`config.mk`:
```
export PLATFORM = sky130hd
export DESIGN_NAME = mem_access_unit
export DESIGN_NICKNAME = d
export VERILOG_FILES = /design/src/rtl/mem_access_unit.sv
export SDC_FILE = /design/constraint.sdc
export NUM_CORES = 1
export LEC_CHECK = 0
export CAP_MARGIN = 20
export CORE_MARGIN = 4
export CORE_UTILIZATION = 42
export CTS_BUF_LIST = sky130_fd_sc_hd__clkbuf_8
export CTS_CLUSTER_SIZE = 8
export DETAILED_ROUTE_END_ITERATION = 10
export GPL_ROUTABILITY_DRIVEN = 0
export GPL_TIMING_DRIVEN = 0
export PLACE_DENSITY = 0.86
export SYNTH_ARGS = -nofsm -noshare
export SYNTH_HDL_FRONTEND = slang
export SYNTH_SLANG_ARGS = --single-unit
```
`constraint.sdc`:
```
create_clock -name clk -period 2.1 [get_ports clk]
set_input_delay 0.315 -clock clk [delete_from_list [all_inputs] [get_ports clk]]
set_output_delay 0.315 -clock clk [all_outputs]
set_load 0.02 [all_outputs]
```
`src/rtl/mem_access_unit.sv`:
```
// mem_access_unit: load/store controller between the execute stage and a
// word-addressed data memory. Byte and halfword stores are done by
// read-modify-write because the memory only writes whole words.
module mem_access_unit #(
  parameter int DEPTH = 32,
  parameter int IDX_W = 5
) (
  input  logic        clk,
  input  logic        rst_n,
  input  logic        req_valid,
  output logic        req_ready,
  input  logic        req_we,
  input  logic [1:0]  req_size,
  input  logic        req_unsigned,
  input  logic [31:0] req_addr,
  input  logic [31:0] req_wdata,
  output logic        resp_valid,
  input  logic        resp_ready,
  output logic [31:0] resp_rdata,
  output logic        resp_err,
  output logic        mem_ewr,
  output logic [31:0] mem_dir,
  output logic [31:0] mem_din,
  input  logic [31:0] mem_dout
);

  typedef enum logic [1:0] {
    IDLE  = 2'd0,
    READ  = 2'd1,
    WRITE = 2'd2,
    RESP  = 2'd3
  } state_t;

  state_t state, state_nxt;

  logic             accept;
  logic             req_err;
  logic             lat_we;
  logic [1:0]       lat_size;
  logic             lat_uns;
  logic [1:0]       lat_lo;
  logic [15:0]      lat_wdata;
  logic             lat_err;
  logic [31:0]      rd_word;
  logic [IDX_W-1:0] dir_q;
  logic [31:0]      din_q;
  logic [31:0]      merged;
  logic [7:0]       lane_byte;
  logic [15:0]      lane_half;
  logic [31:0]      load_fmt;

  assign accept    = (state == IDLE) && req_valid;
  assign req_ready = (state == IDLE);
  assign resp_valid = (state == RESP);
  assign mem_ewr   = (state == WRITE);
  assign mem_dir   = {{(32-IDX_W){1'b0}}, dir_q};
  assign mem_din   = din_q;

  // Classify the incoming request: reserved size, misalignment or out-of-range word
  always_comb begin
    req_err = 1'b0;
    case (req_size)
      2'b11:   req_err = 1'b1;
      2'b01:   if (req_addr[0]) req_err = 1'b1;
      2'b10:   if (req_addr[1:0] != 2'b00) req_err = 1'b1;
      default: req_err = 1'b0;
    endcase
    if (req_addr[31:2] >= 30'(DEPTH)) req_err = 1'b1;
  end

  // State register; an asynchronous reset aborts any transaction in flight
  always_ff @(posedge clk or negedge rst_n) begin
    if (!rst_n) state <= IDLE;
    else        state <= state_nxt;
  end

  // Next-state decode: word stores skip the read, partial stores read first
  always_comb begin
    state_nxt = state;
    case (state)
      IDLE: begin
        if (req_valid) begin
          if (req_err)                 state_nxt = RESP;
          else if (!req_we)            state_nxt = READ;
          else if (req_size == 2'b10)  state_nxt = WRITE;
          else                         state_nxt = READ;
        end
      end
      READ:    state_nxt = lat_we ? WRITE : RESP;
      WRITE:   state_nxt = RESP;
      RESP:    if (resp_ready) state_nxt = IDLE;
      default: state_nxt = IDLE;
    endcase
  end

  // Merge the new byte or halfword lane into the word being read
  always_comb begin
    merged = mem_dout;
    if (lat_size == 2'b00) merged[{lat_lo, 3'b000} +: 8] = lat_wdata[7:0];
    else                   merged[{lat_lo[1], 4'b0000} +: 16] = lat_wdata;
  end

  // Align the captured word and extend it for the requested load size
  always_comb begin
    lane_byte = rd_word[{lat_lo, 3'b000} +: 8];
    lane_half = rd_word[{lat_lo[1], 4'b0000} +: 16];
    case (lat_size)
      2'b00:   load_fmt = lat_uns ? {24'h0, lane_byte} : {{24{lane_byte[7]}}, lane_byte};
      2'b01:   load_fmt = lat_uns ? {16'h0, lane_half} : {{16{lane_half[15]}}, lane_half};
      default: load_fmt = rd_word;
    endcase
  end

  // Response data is only meaningful for successful loads while responding
  always_comb begin
    resp_rdata = 32'h0;
    resp_err   = 1'b0;
    if (state == RESP) begin
      resp_err = lat_err;
      if (!lat_err && !lat_we) resp_rdata = load_fmt;
    end
  end

  // Request latching, memory address/data registers and read capture
  always_ff @(posedge clk or negedge rst_n) begin
    if (!rst_n) begin
      lat_we    <= 1'b0;
      lat_size  <= 2'b00;
      lat_uns   <= 1'b0;
      lat_lo    <= 2'b00;
      lat_wdata <= 16'h0;
      lat_err   <= 1'b0;
      rd_word   <= 32'h0;
      dir_q     <= '0;
      din_q     <= 32'h0;
    end else begin
      if (accept) begin
        lat_we    <= req_we;
        lat_size  <= req_size;
        lat_uns   <= req_unsigned;
        lat_lo    <= req_addr[1:0];
        lat_wdata <= req_wdata[15:0];
        lat_err   <= req_err;
        dir_q     <= req_addr[IDX_W+1:2];
        din_q     <= (!req_err && req_we && req_size == 2'b10) ? req_wdata : 32'h0;
      end
      if (state == READ) begin
        rd_word <= mem_dout;
        if (lat_we) din_q <= merged;
      end
      if (state == WRITE) din_q <= 32'h0;
    end
  end

endmodule

```
==> run summary, run 1 <==
status = finished with violations
failing checks = negative setup slack
CTS sink cnt = 94
most frequent cells in the layout = 139 x clkdlybuf4s50_1, 103 x nand2_1, 92 x dfrtp_1
Routed WL = 23700 µm
worst setup margin = -0.392 ns
Worst-Margin Slew = 0.666 ns
Clock Tree Buf Depth = 2
max-cap violation count = 0
Final Setup Violations = 64
Final Cell Area = 9150 µm²
core area = 13300 µm²
Initial Utilization = 43.3%
Critical Path Source Type = register
TritonCTS clock tree = built
Post-synth EDFFs = 0
layout net count = 996
Inserted Diodes = 0
antenna-violating nets left = 0
largest net degree at the start of global routing = 55
CP most frequent cell = buf_6
GRT Total Usage = 26.2%
Inst Count DP = 1019
Worst Hold Class = primary input to register
DR WL/cell = 22.3 µm
CP Cell Sequence = buf_6 > mux4_2 > a21oi_4 > a21o_1 > buf_6 > buf_8 > nor2_2 > buf_6
die width = 125 µm
Critical Path RT = 1.78 ns
peak supply drop = 0.629 mV
buffers and inverters on the worst path = 4
clk root buf = clkbuf_8
die span in y = 125 µm
pre-CTS setup slack = -0.824 ns
P_leak = 4.01 nW
Async SR Flop Fraction = 100%
Post-Layout Cell Count = 1064
Max Freq = 401 MHz
Worst-path clk slew = 0.09 ns
row count = 42
worst-path fanout max = 7
wire length of the first global-routing pass = 32900 µm
post-DP HPWL = 15400 µm
CP max stage delay = 0.52 ns
YS warnings = 0
most common cell after layout, fill and taps aside = clkdlybuf4s50_1
FF+latch count, synth = 94
worst skew pair latency = 0.38 ns
kind of cell adding the most delay to the critical path = buffers and inverters
H-Tree Depth = 3
CTS buffer count = 9
Vias/cell = 6.14
Ports = 204
Worst Clk Skew = 0.0127 ns
DR vias = 6528
placed instance area = 7910 µm²
Yosys cell types = 54
Netlist Area Pre-Place = 5770 µm²
CP max-delay cell = mux4_2
unrepaired setup endpoints after global routing = yes
Filler cells = 956
share of cells above drive strength 1 = 31.5%
full die area = 15700 µm²
Mapped Cells = 640
Slew Limit Fails = 0
number of I/O port buffers = 176
TritonRoute pass-1 iters = 6
Synth-to-Final Area Change = 58.5%
CP Class = register to output pin
DRC violations left = 0
final worst-path cycle share = 119%
CP arrival = 2.18 ns
Seq/Total Area, Yosys = 40.7%
post-layout min period = 2.49 ns
Max-slew headroom = 55.1%
Final Hold Fails = 0
Post-Syn Area per Cell = 9.02 µm²
number of global-route vias before repair = 6107
power per cell area = 1320 nW/µm²
top_reg_cell synth = dfrtp_1
gr ovfl total = 0
CP endpoint kind = output pin
DR iter-0 viols = 1139
initial antenna violation count = 0
-- through the flow --
step	TNS (ns)	util [%]	hold slack, ns	power, mW
4_1_cts	-12.34	63.8	0.448	10.5
3_5_place_dp	-41.55	59.2	0.353	8.66
6_report	-14.26	68.6	0.459	12.0
3_3_place_gp	-298.20	59.1	0.459	8.52
2_1_floorplan	-1.53	-	0.0194	6.62
5_1_grt	-19.14	68.6	0.468	12.6
-- worst reg2reg max path, stage by stage, from the launching register on --
cell        delay, ns
dfrtp_1          0.38
buf_6            0.12
buf_6            0.12
clkinvlp_4       0.19
buf_6            0.18
buf_6            0.11
ha_4             0.16
nor4bb_1         0.29
buf_4            0.25
a221oi_1         0.11
a211o_1          0.29
a21oi_2          0.11
-- routing by layer --
metal	vias up	wire length (µm)	global-route usage, %
met5	-	0	0
met4	0	1100	9.89
met3	118	2570	6.44
met2	543	11400	43.1
met1	3102	8680	33.7
li1	2765	-	-
-- sequential cells by signal, summed over array words and instances, names as in the netlist --
| register | cells |
|---|---|
| lat_size | 2 |
| dir_q | 5 |
| lat_wdata | 16 |
| lat_err | 1 |
| mem_din | 32 |
| state | 2 |
| lat_we | 1 |
| lat_lo | 2 |
| rd_word | 32 |
| lat_uns | 1 |
-- final timing paths --
path                       cells past startpoint        endpoint  slack, ns   startpoint
max                                            8  resp_rdata[27]      -0.39    lat_lo[1]
min reg2reg                                    2        dir_q[3]       0.49     dir_q[3]
max in group asynchronous                      3       lat_lo[0]       0.94        rst_n
min                                            3        dir_q[1]       0.46  req_addr[3]
max reg2reg                                   11     mem_din[30]      -0.27    lat_lo[1]
min in group asynchronous                      2     mem_din[13]       0.49        rst_n
-- cell families (layout without fill, tap and decap cells) --
kind of cell	after synthesis	count (layout)	share of synthesized area, %
AO/OA/AOI/OAI	165	165	20.2
adder cells (fa/ha/maj)	9	9	1.95
buffers and inverters	92	314	8.15
flip-flops	94	94	40.7
multiplexers	43	43	8.39
other	1	27	0.0649
AND/OR/NAND/NOR	236	236	20.5
-- power by group --
group          internal (mW)  switching (mW)
Sequential              2.63           0.885
Clock                  0.579           0.695
Combinational           3.18            4.08
-- synth_stat cells (4+ instances only) --
| master | instances | area [µm²] |
|---|---|---|
| a22o_1 | 9 | 78.8 |
| clkbuf_1 | 35 | 131 |
| nand2_1 | 110 | 413 |
| mux2_2 | 33 | 372 |
| inv_1 | 17 | 63.8 |
| nor2_1 | 36 | 135 |
| buf_2 | 7 | 35.0 |
| a31oi_1 | 8 | 50.1 |
| or4_1 | 16 | 120 |
| dfrtp_1 | 94 | 2350 |
| nand3_1 | 18 | 90.1 |
| a211oi_1 | 9 | 67.6 |
| nand2b_1 | 9 | 56.3 |
| nor3_1 | 13 | 65.1 |
| a211o_1 | 17 | 149 |
| and3_1 | 10 | 62.6 |
| buf_4 | 29 | 218 |
| a222oi_1 | 6 | 60.1 |
| a221oi_1 | 23 | 201 |
| and2_1 | 4 | 25.0 |
| a21oi_1 | 45 | 225 |
| a221o_1 | 8 | 80.1 |
| mux2i_1 | 9 | 90.1 |
| ha_1 | 9 | 113 |
| o21ai_0 | 27 | 135 |
-- cell type report --
cell class                 instances  area (µm²)  share of cell area (%)
timing repair buffer             214        2100                    23.0
sequential                        94        2350                    25.7
inverter                          17        71.3                   0.779
tap                              176         220                    2.41
multi-input combinational        480        3680                    40.3
clock inverter                     6        61.3                   0.670
clock buffer                      10         138                    1.50
buffer                            67         517                    5.65
-- what timing repair did --
action,in CTS,in global routing
endpoints found under the setup margin,88,92
hold endpoints to repair,40,0
gates cloned,1,1
buffers inserted,13,23
resized for setup,274,107
pin swaps,19,51
hold buffers,1,0
(Power assumes the default switching activity.)
==> run 2: changes to the inputs <==
CORE_UTILIZATION = 47   (was 42)
PLACE_DENSITY = 0.91   (was 0.86)
clock period = 2.45 ns   (was 2.1 ns; I/O delays follow)
==> run 2 against run 1 <==
- the flow still finishes with violations (negative setup slack)
- sequential power shrank 16%
- final area shrank 8.6%
- register-to-register slack better by 0.34 ns
- global-route usage increased by 2.2 points
- non-clock buffer count shrank 24
- routed wire length fell by 12%
- sequential share of layout area grew 2.4 points
- core utilization increased by 1.1 points
- combinational power down 30%
- via count decreased by 5.7%
- critical endpoint is now resp_rdata[29]
==> run summary, run 2 (same netlist as run 1, synthesis figures left out) <==
status = finished with violations (unchanged)
failing checks = negative setup slack (unchanged)
worst skew pair latency = 0.38 ns (about the same)
Worst-Margin Slew = 0.692 ns (was 0.666 ns)
initial antenna violation count = 0 (unchanged)
Final Setup Violations = 10 (was 64)
CP startpoint = state[1] (was lat_lo[1])
CP Depth = 7 (was 8)
layout net count = 973 (was 996)
kind of cell adding the most delay to the critical path = simple AND/OR/NAND/NOR gates (was buffers and inverters)
full die area = 14100 µm² (was 15700 µm²)
Initial Utilization = 48.1% (was 43.3%)
wire length of the first global-routing pass = 31800 µm (was 32900 µm)
Critical Path Source Type = register (unchanged)
placed instance area = 7840 µm² (was 7910 µm²)
worst setup margin = -0.0161 ns (was -0.392 ns)
Setup TNS = -0.0787 ns (was -14.26 ns)
peak supply drop = 0.693 mV (was 0.629 mV)
Max Freq = 405 MHz
final worst-path cycle share = 101%
clk root buf = clkbuf_8 (unchanged)
post-DP HPWL = 15100 µm (was 15400 µm)
reg2reg path depth = 8 (was 11)
TritonCTS clock tree = built (unchanged)
Post-Layout Cell Count = 1011 (was 1064)
CP endpoint kind = output pin (unchanged)
start of the worst register-to-register path = state[0] (was lat_lo[1])
H-Tree Depth = 3 (unchanged)
unrepaired setup endpoints after global routing = yes (unchanged)
power per cell area = 1110 nW/µm² (was 1320 nW/µm²)
Inst Count DP = 990 (was 1019)
P_leak = 3.74 nW (was 4.01 nW)
antenna-violating nets left = 0 (unchanged)
CP Cell Sequence = ha_2 > inv_1 > or3_4 > a21o_4 > clkbuf_16 > nor2_2 > buf_6 (was buf_6 > mux4_2 > a21oi_4 > a21o_1 > buf_6 > buf_8 > nor2_2 > buf_6)
CP max stage delay = 0.42 ns (was 0.52 ns)
most common cell after layout, fill and taps aside = clkdlybuf4s50_1 (unchanged)
share of cells above drive strength 1 = 21.5% (was 31.5%)
Ports = 204 (unchanged)
DRC violations left = 0 (unchanged)
TritonRoute pass-1 iters = 8 (was 6)
CP arrival = 2.10 ns (was 2.18 ns)
core area = 12000 µm² (was 13300 µm²)
Routed WL = 20900 µm (was 23700 µm)
Worst-path clk slew = 0.10 ns (was 0.09 ns)
DR WL/cell = 20.6 µm (was 22.3 µm)
Worst Hold Class = primary input to asynchronous set/reset pin (was primary input to register)
number of I/O port buffers = 176 (unchanged)
die width = 119 µm (was 125 µm)
most frequent cells in the layout = 143 x clkdlybuf4s50_1, 109 x nand2_1, 92 x dfrtp_1 (was 139 x clkdlybuf4s50_1, 103 x nand2_1, 92 x dfrtp_1)
Vias/cell = 6.09 (was 6.14)
buffers and inverters on the worst path = 3 (was 4)
CTS buffer count = 9 (unchanged)
DR vias = 6159 (was 6528)
Tot Pwr = 9.31 mW (was 12.0 mW)
Critical Path RT = 2.08 ns (was 1.78 ns)
worst-path fanout max = 5 (was 7)
Max-slew headroom = 53.6% (was 55.1%)
Slew Limit Fails = 0 (unchanged)
Final Cell Area = 8360 µm² (was 9150 µm²)
Clock Tree Buf Depth = 2 (unchanged)
multi-input logic area = 3260 µm² (was 3680 µm²)
Inserted Diodes = 0 (unchanged)
number of global-route vias before repair = 6007 (was 6107)
CP Class = register to output pin (unchanged)
Worst Clk Skew = 0.0209 ns (was 0.0127 ns)
max-cap violation count = 0 (unchanged)
gr ovfl total = 0 (unchanged)
CTS sink cnt = 94 (unchanged)
row count = 40 (was 42)
post-layout min period = 2.47 ns
sequential cell area = 2350 µm² (unchanged)
Final Core Density = 69.6% (was 68.6%)
CP max-delay cell = dfrtp_1 (was mux4_2)
Synth-to-Final Area Change = 44.8% (was 58.5%)
DR iter-0 viols = 793 (was 1139)
Final Hold Fails = 0 (unchanged)
Filler cells = 895 (was 956)
GRT Total Usage = 28.4% (was 26.2%)
largest net degree at the start of global routing = 63 (was 55)
die span in y = 119 µm (was 125 µm)
## run 2: timing repair
action / in CTS / in global routing
hold buffers: 1 / 0
cloned: 0 / 2
pin swaps: 4 / 13
setup endpoints to repair: 56 / 74
endpoints found under the hold margin: 32 / 0
resized for setup: 173 / 75
setup buffers: 7 / 2
## run 2: final cells by class
type / instances / area share (%)
inverters: 17 / 0.763
clock buffers: 9 / 1.48
clock inverters: 6 / 1.41
well taps: 147 / 2.20
repair buffers: 188 / 21.8
multi-input cells: 481 / 39.0
flip-flops and latches: 94 / 28.2
plain buffers: 69 / 5.19
## run 2: path summary, 6_finish.rpt
check	endpoint	slack, ns
worst min-delay path	dir_q[0]	0.47
worst max register to register	mem_din[22]	0.07
max in group asynchronous	lat_size[1]	1.30
min in group clk	dir_q[3]	0.48
worst min register to register	dir_q[3]	0.48
worst max-delay path	resp_rdata[29]	-0.02
## run 2: worst register-to-register path: stages, from the launching register on
cell and delay, ns:
dfrtp_1 0.42, inv_1 0.08, ha_1 0.22, clkbuf_2 0.21
and3b_1 0.26, clkbuf_1 0.33, o311a_1 0.47, a22o_1 0.23
a221o_1 0.12
## run 2: per-stage QoR
stage	setup slack, ns	hold slack [ns]
after floorplan	0.120	0.0719
after CTS	0.0000642	0.480
after global placement	-2.38	0.458
final	-0.0161	0.471
after global routing	-0.0920	0.516
after detailed placement	-0.531	0.349
## run 2: where the power goes
part | internal, mW | switching, mW | total [mW]
registers | 2.25 | 0.710 | 2.96
clock network | 0.683 | 0.588 | 1.27
logic | 2.16 | 2.91 | 5.08
total | 5.10 | 4.21 | 9.31
## run 2: routing by layer
layer | up-vias | part of all wire [%] | global-route usage [%]
met3 | 94 | 12 | 6.13
met5 | - | 0 | 0
met1 | 2873 | 36 | 35.4
li1 | 2720 | - | -
met4 | 0 | 5.3 | 14.8
met2 | 472 | 47 | 46.5
==> run 3: changes to the inputs <==
GPL_TIMING_DRIVEN = not set   (was 0)
==> run 3 against run 2 <==
- register-to-register slack hardly changed
- setup slack worse by 0.022 ns
- count of clock-buffer cells in the layout stayed put
- die area stayed put
- sequential power is 2% lower
- the run still ends with negative setup slack left
- fmax is 0.90% lower
- final area is 1.9% lower
==> run summary, run 3 (same netlist as run 1, synthesis figures left out) <==
status = finished with violations (unchanged)
failing checks = negative setup slack (unchanged)
full die area = 14100 µm² (unchanged)
peak supply drop = 0.755 mV (was 0.693 mV)
worst skew pair latency = 0.37 ns (was 0.38 ns)
row count = 40 (unchanged)
core area = 12000 µm² (unchanged)
Inserted Diodes = 0 (unchanged)
largest net degree at the start of global routing = 47 (was 63)
unrepaired setup endpoints after global routing = yes (unchanged)
reg-to-reg slack, setup = 0.06 ns (was 0.07 ns)
post-DP HPWL = 14900 µm (was 15100 µm)
Worst Clk Skew = 0.0108 ns (was 0.0209 ns)
initial antenna violation count = 0 (unchanged)
GR peak layer = met2 (unchanged)
number of I/O port buffers = 176 (unchanged)
pre-CTS setup slack = -0.0514 ns (was -0.531 ns)
antenna-violating nets left = 0 (unchanged)
buffers and inverters on the worst path = 3 (unchanged)
kind of cell adding the most delay to the critical path = multiplexers (was simple AND/OR/NAND/NOR gates)
worst setup margin = -0.0385 ns (was -0.0161 ns)
DR vias = 6072 (was 6159)
Final Core Density = 68.3% (was 69.6%)
number of global-route vias before repair = 5660 (was 6007)
CP arrival = 2.12 ns (was 2.10 ns)
most common cell after layout, fill and taps aside = clkdlybuf4s50_1 (unchanged)
final worst-path cycle share = 102% (was 101%)
gr ovfl total = 0 (unchanged)
CP Cell Sequence = buf_6 > mux4_2 > a21oi_4 > a21o_4 > buf_12 > nor2_1 > buf_4 (was ha_2 > inv_1 > or3_4 > a21o_4 > clkbuf_16 > nor2_2 > buf_6)
Critical Path RT = 2.08 ns (about the same)
worst-path fanout max = 8 (was 5)
share of cells above drive strength 1 = 20.1% (was 21.5%)
met3 Track Usage GR = 5.94% (was 6.13%)
Worst Hold Class = primary input to asynchronous set/reset pin (unchanged)
Worst-Margin Slew = 1.02 ns (was 0.692 ns)
CP max stage delay = 0.51 ns (was 0.42 ns)
CP max-delay cell = mux4_2 (was dfrtp_1)
H-Tree Depth = 3 (unchanged)
Ports = 204 (unchanged)
GRT Total Usage = 26.4% (was 28.4%)
die width = 119 µm (unchanged)
Worst-path clk slew = 0.10 ns (about the same)
TritonCTS clock tree = built (unchanged)
Clock Tree Buf Depth = 2 (unchanged)
Initial Utilization = 48.1% (unchanged)
CP Class = register to output pin (unchanged)
Critical Path Source Type = register (unchanged)
TritonRoute pass-1 iters = 8 (unchanged)
Final Setup Violations = 12 (was 10)
met1 Usage GRT = 35.1% (was 35.4%)
wire length of the first global-routing pass = 30200 µm (was 31800 µm)
layout net count = 948 (was 973)
P_leak = 3.65 nW (was 3.74 nW)
Final Hold Fails = 0 (unchanged)
most frequent cells in the layout = 143 x clkdlybuf4s50_1, 109 x nand2_1, 92 x dfrtp_1 (unchanged)
Max Freq = 402 MHz (was 405 MHz)
Vias/cell = 6.15 (was 6.09)
DR iter-0 viols = 836 (was 793)
max-cap violation count = 0 (unchanged)
clk root buf = clkbuf_8 (unchanged)
Routed WL = 19900 µm (was 20900 µm)
post-layout min period = 2.49 ns (was 2.47 ns)
CP endpoint kind = output pin (unchanged)
Slew Limit Fails = 0 (unchanged)
DR WL/cell = 20.1 µm (was 20.6 µm)
CTS buffer count = 9 (unchanged)
Max-slew headroom = 31.5% (was 53.6%)
CTS sink cnt = 94 (unchanged)
Synth-to-Final Area Change = 42.0% (was 44.8%)
die span in y = 119 µm (unchanged)
DRC violations left = 0 (unchanged)
power per cell area = 1110 nW/µm² (about the same)
GR Util met2 = 44.2% (was 46.5%)
-- run 3: repair_timing --
action | CTS | global route
setup endpoints to repair | 32 | 44
resized for setup | 117 | 75
buffers inserted | 3 | 4
cloned | 0 | 1
hold buffers | 1 | 0
pin swaps | 2 | 7
hold endpoints to repair | 29 | 0
-- run 3: worst paths after layout --
path                                start              to  cells past startpoint
worst min-delay path                rst_n        dir_q[2]                      2
max in group asynchronous           rst_n     rd_word[26]                      3
worst min register to register   dir_q[3]        dir_q[3]                      2
worst max register to register  lat_lo[1]     mem_din[31]                      9
min in group clk                 dir_q[3]        dir_q[3]                      2
worst max-delay path            lat_lo[1]  resp_rdata[16]                      7
-- run 3: cell type report --
| cell class | count | area, µm² |
|---|---|---|
| fill | 905 | 3810 |
| multi-input combinational | 480 | 3190 |
| sequential | 94 | 2350 |
| timing repair buffer | 233 | 2220 |
| tap | 147 | 184 |
| clock buffer | 9 | 124 |
| clock inverter | 7 | 72.6 |
| inverter | 17 | 63.8 |
-- run 3: power by group --
part	switching [mW]	total, mW	internal, mW
sequential	0.656	2.91	2.25
clock	0.634	1.03	0.401
combinational	2.82	5.14	2.32
-- run 3: worst register-to-register path, cell delays in order (launching register included) --
cell      delay (ns)
dfrtp_1         0.43
buf_6           0.16
inv_1           0.19
buf_4           0.19
ha_1            0.28
nor4bb_2        0.30
buf_4           0.21
a221oi_1        0.08
a211o_1         0.32
a21oi_1         0.15
-- run 3: stage by stage --
step / TNS (ns) / area, µm² / hold slack [ns] / std cells / power (mW)
after CTS: -0.0217 / 7950 / 0.479 / 982 / 8.72
after global placement: 0 / 7810 / 0.337 / 962 / 7.47
final: -0.252 / 8200 / 0.471 / 987 / 9.09
after global routing: -1.79 / 8200 / 0.504 / 987 / 9.60
after detailed placement: -0.227 / 7810 / 0.337 / 962 / 7.63
after floorplan: 0 / 5870 / 0.0719 / 666 / 5.63
-- run 3: per-layer routing --
layer  wire, µm  vias to the layer above
met4        401                        0
met5          0                        -
met3       1990                       35
li1           -                     2669
met1       7660                     2942
met2       9800                      426
==> RTL change (flow settings as in run 1) <==
`DEPTH`: 32 -> 16.
--- a/src/rtl/mem_access_unit.sv
+++ b/src/rtl/mem_access_unit.sv
@@ -2,7 +2,7 @@
 // word-addressed data memory. Byte and halfword stores are done by
 // read-modify-write because the memory only writes whole words.
 module mem_access_unit #(
-  parameter int DEPTH = 32,
+  parameter int DEPTH = 16,
   parameter int IDX_W = 5
 ) (
   input  logic        clk,
Behaviour: not the same (a bounded check fails within 4 cycles, from zero or initial values and one cycle with rst_n low).
==> RTL change against run 1 <==
  * The flow still finishes with violations (negative setup slack)
  * Synthesized area is 4.4% lower
  * Design area is 4.4% lower
  * Global-route usage is 1.7 points higher
  * Total power is 5.9% higher
  * Worst setup slack worse by 170 ps
  * Combinational power is 10% higher
  * Synthesized cell count is 2.0% lower
  * Wire length is 2.2% lower
  * Sequential cell count stayed put
  * Largest power group unchanged
==> RTL change: results (changes against run 1) <==
status: "finished with violations"
violations: "negative setup slack"
wire_per_inst_um: 22.10  # -0.85%
postLayoutSetupSlackWorst_ps: -564.5  # -172.8 ps
pre_cts_slack_ps: -678.5  # +145.6 ps
peakVddDrop_mv: 0.7358  # +17%
endpoint: "resp_rdata[23]"
grt_pass1_vias: 6015  # -1.5%
vias: 6382  # -2.2%
skew_ps: 18.43  # +5.769 ps
globalRouteMet2Util_pct: 44.93  # +1.9 points
pwr-share-clk_pct: 9.9  # -0.7 points
crit_arrival_ps: 2350  # +170 ps
hold_ws_ps: 429.3  # -29.49 ps
dp.cells: 1002  # -1.7%
cts_resized: 263  # -4.0%
dpl.hpwl_mm: 15.15  # -1.8%
critPathMaxFanout: 8  # +1
fillers: 908  # -5.0%
crit_path_max_incr_delay_ps: 420  # -100 ps
p_sw_w: 0.006122  # +8.2%
powerComb_w: 0.00802  # +10%
track_usage_pct: 27.96  # +1.7 points
place_area_um2: 7689  # -2.8%
p_leak_nw: 3.852  # -3.8%
worstMarginPinSlew_ps: 835.6  # +169.4 ps
drtIter0Drc: 746  # -35%
slowest_stage: "dfrtp_1"
dr_wl_met3_mm: 2.345  # -8.6%
rr_worst_depth: 10  # -1
cts_setup_buffers: 23  # +10
detailroute.wirelength.met2_mm: 11.05  # -2.8%
setup_viol: 74  # +16%
-- RTL change: worst max-delay path, delay by kind of cell, from the launching register on --
family	cells	cell delay (ps)
DFF	1	420
buffers and inverters	4	590
and+or+nand+nor	2	300
muxes	1	300
AOI/OAI and AO/OA	2	340
-- RTL change: cell type report --
| type | instances | area, um^2 | area share, % |
|---|---|---|---|
| multi-input cells | 473 | 3354 | 38.35 |
| flip-flops and latches | 94 | 2354 | 26.91 |
| repair buffers | 215 | 2082 | 23.81 |
| plain buffers | 64 | 473.0 | 5.408 |
| well taps | 172 | 215.2 | 2.461 |
| clock buffers | 9 | 123.9 | 1.416 |
| clock inverters | 7 | 76.32 | 0.8727 |
| inverters | 15 | 67.56 | 0.7725 |
-- RTL change: cell families after synthesis --
kind of cell    after synthesis  synth area share (%)
compound gates              137                 17.98
fa+ha+maj                     9                 2.041
buf+inv                      86                 8.140
flops                        94                 42.63
mux                          43                 8.367
other cells                   1               0.06796
simple gates                257                 20.77
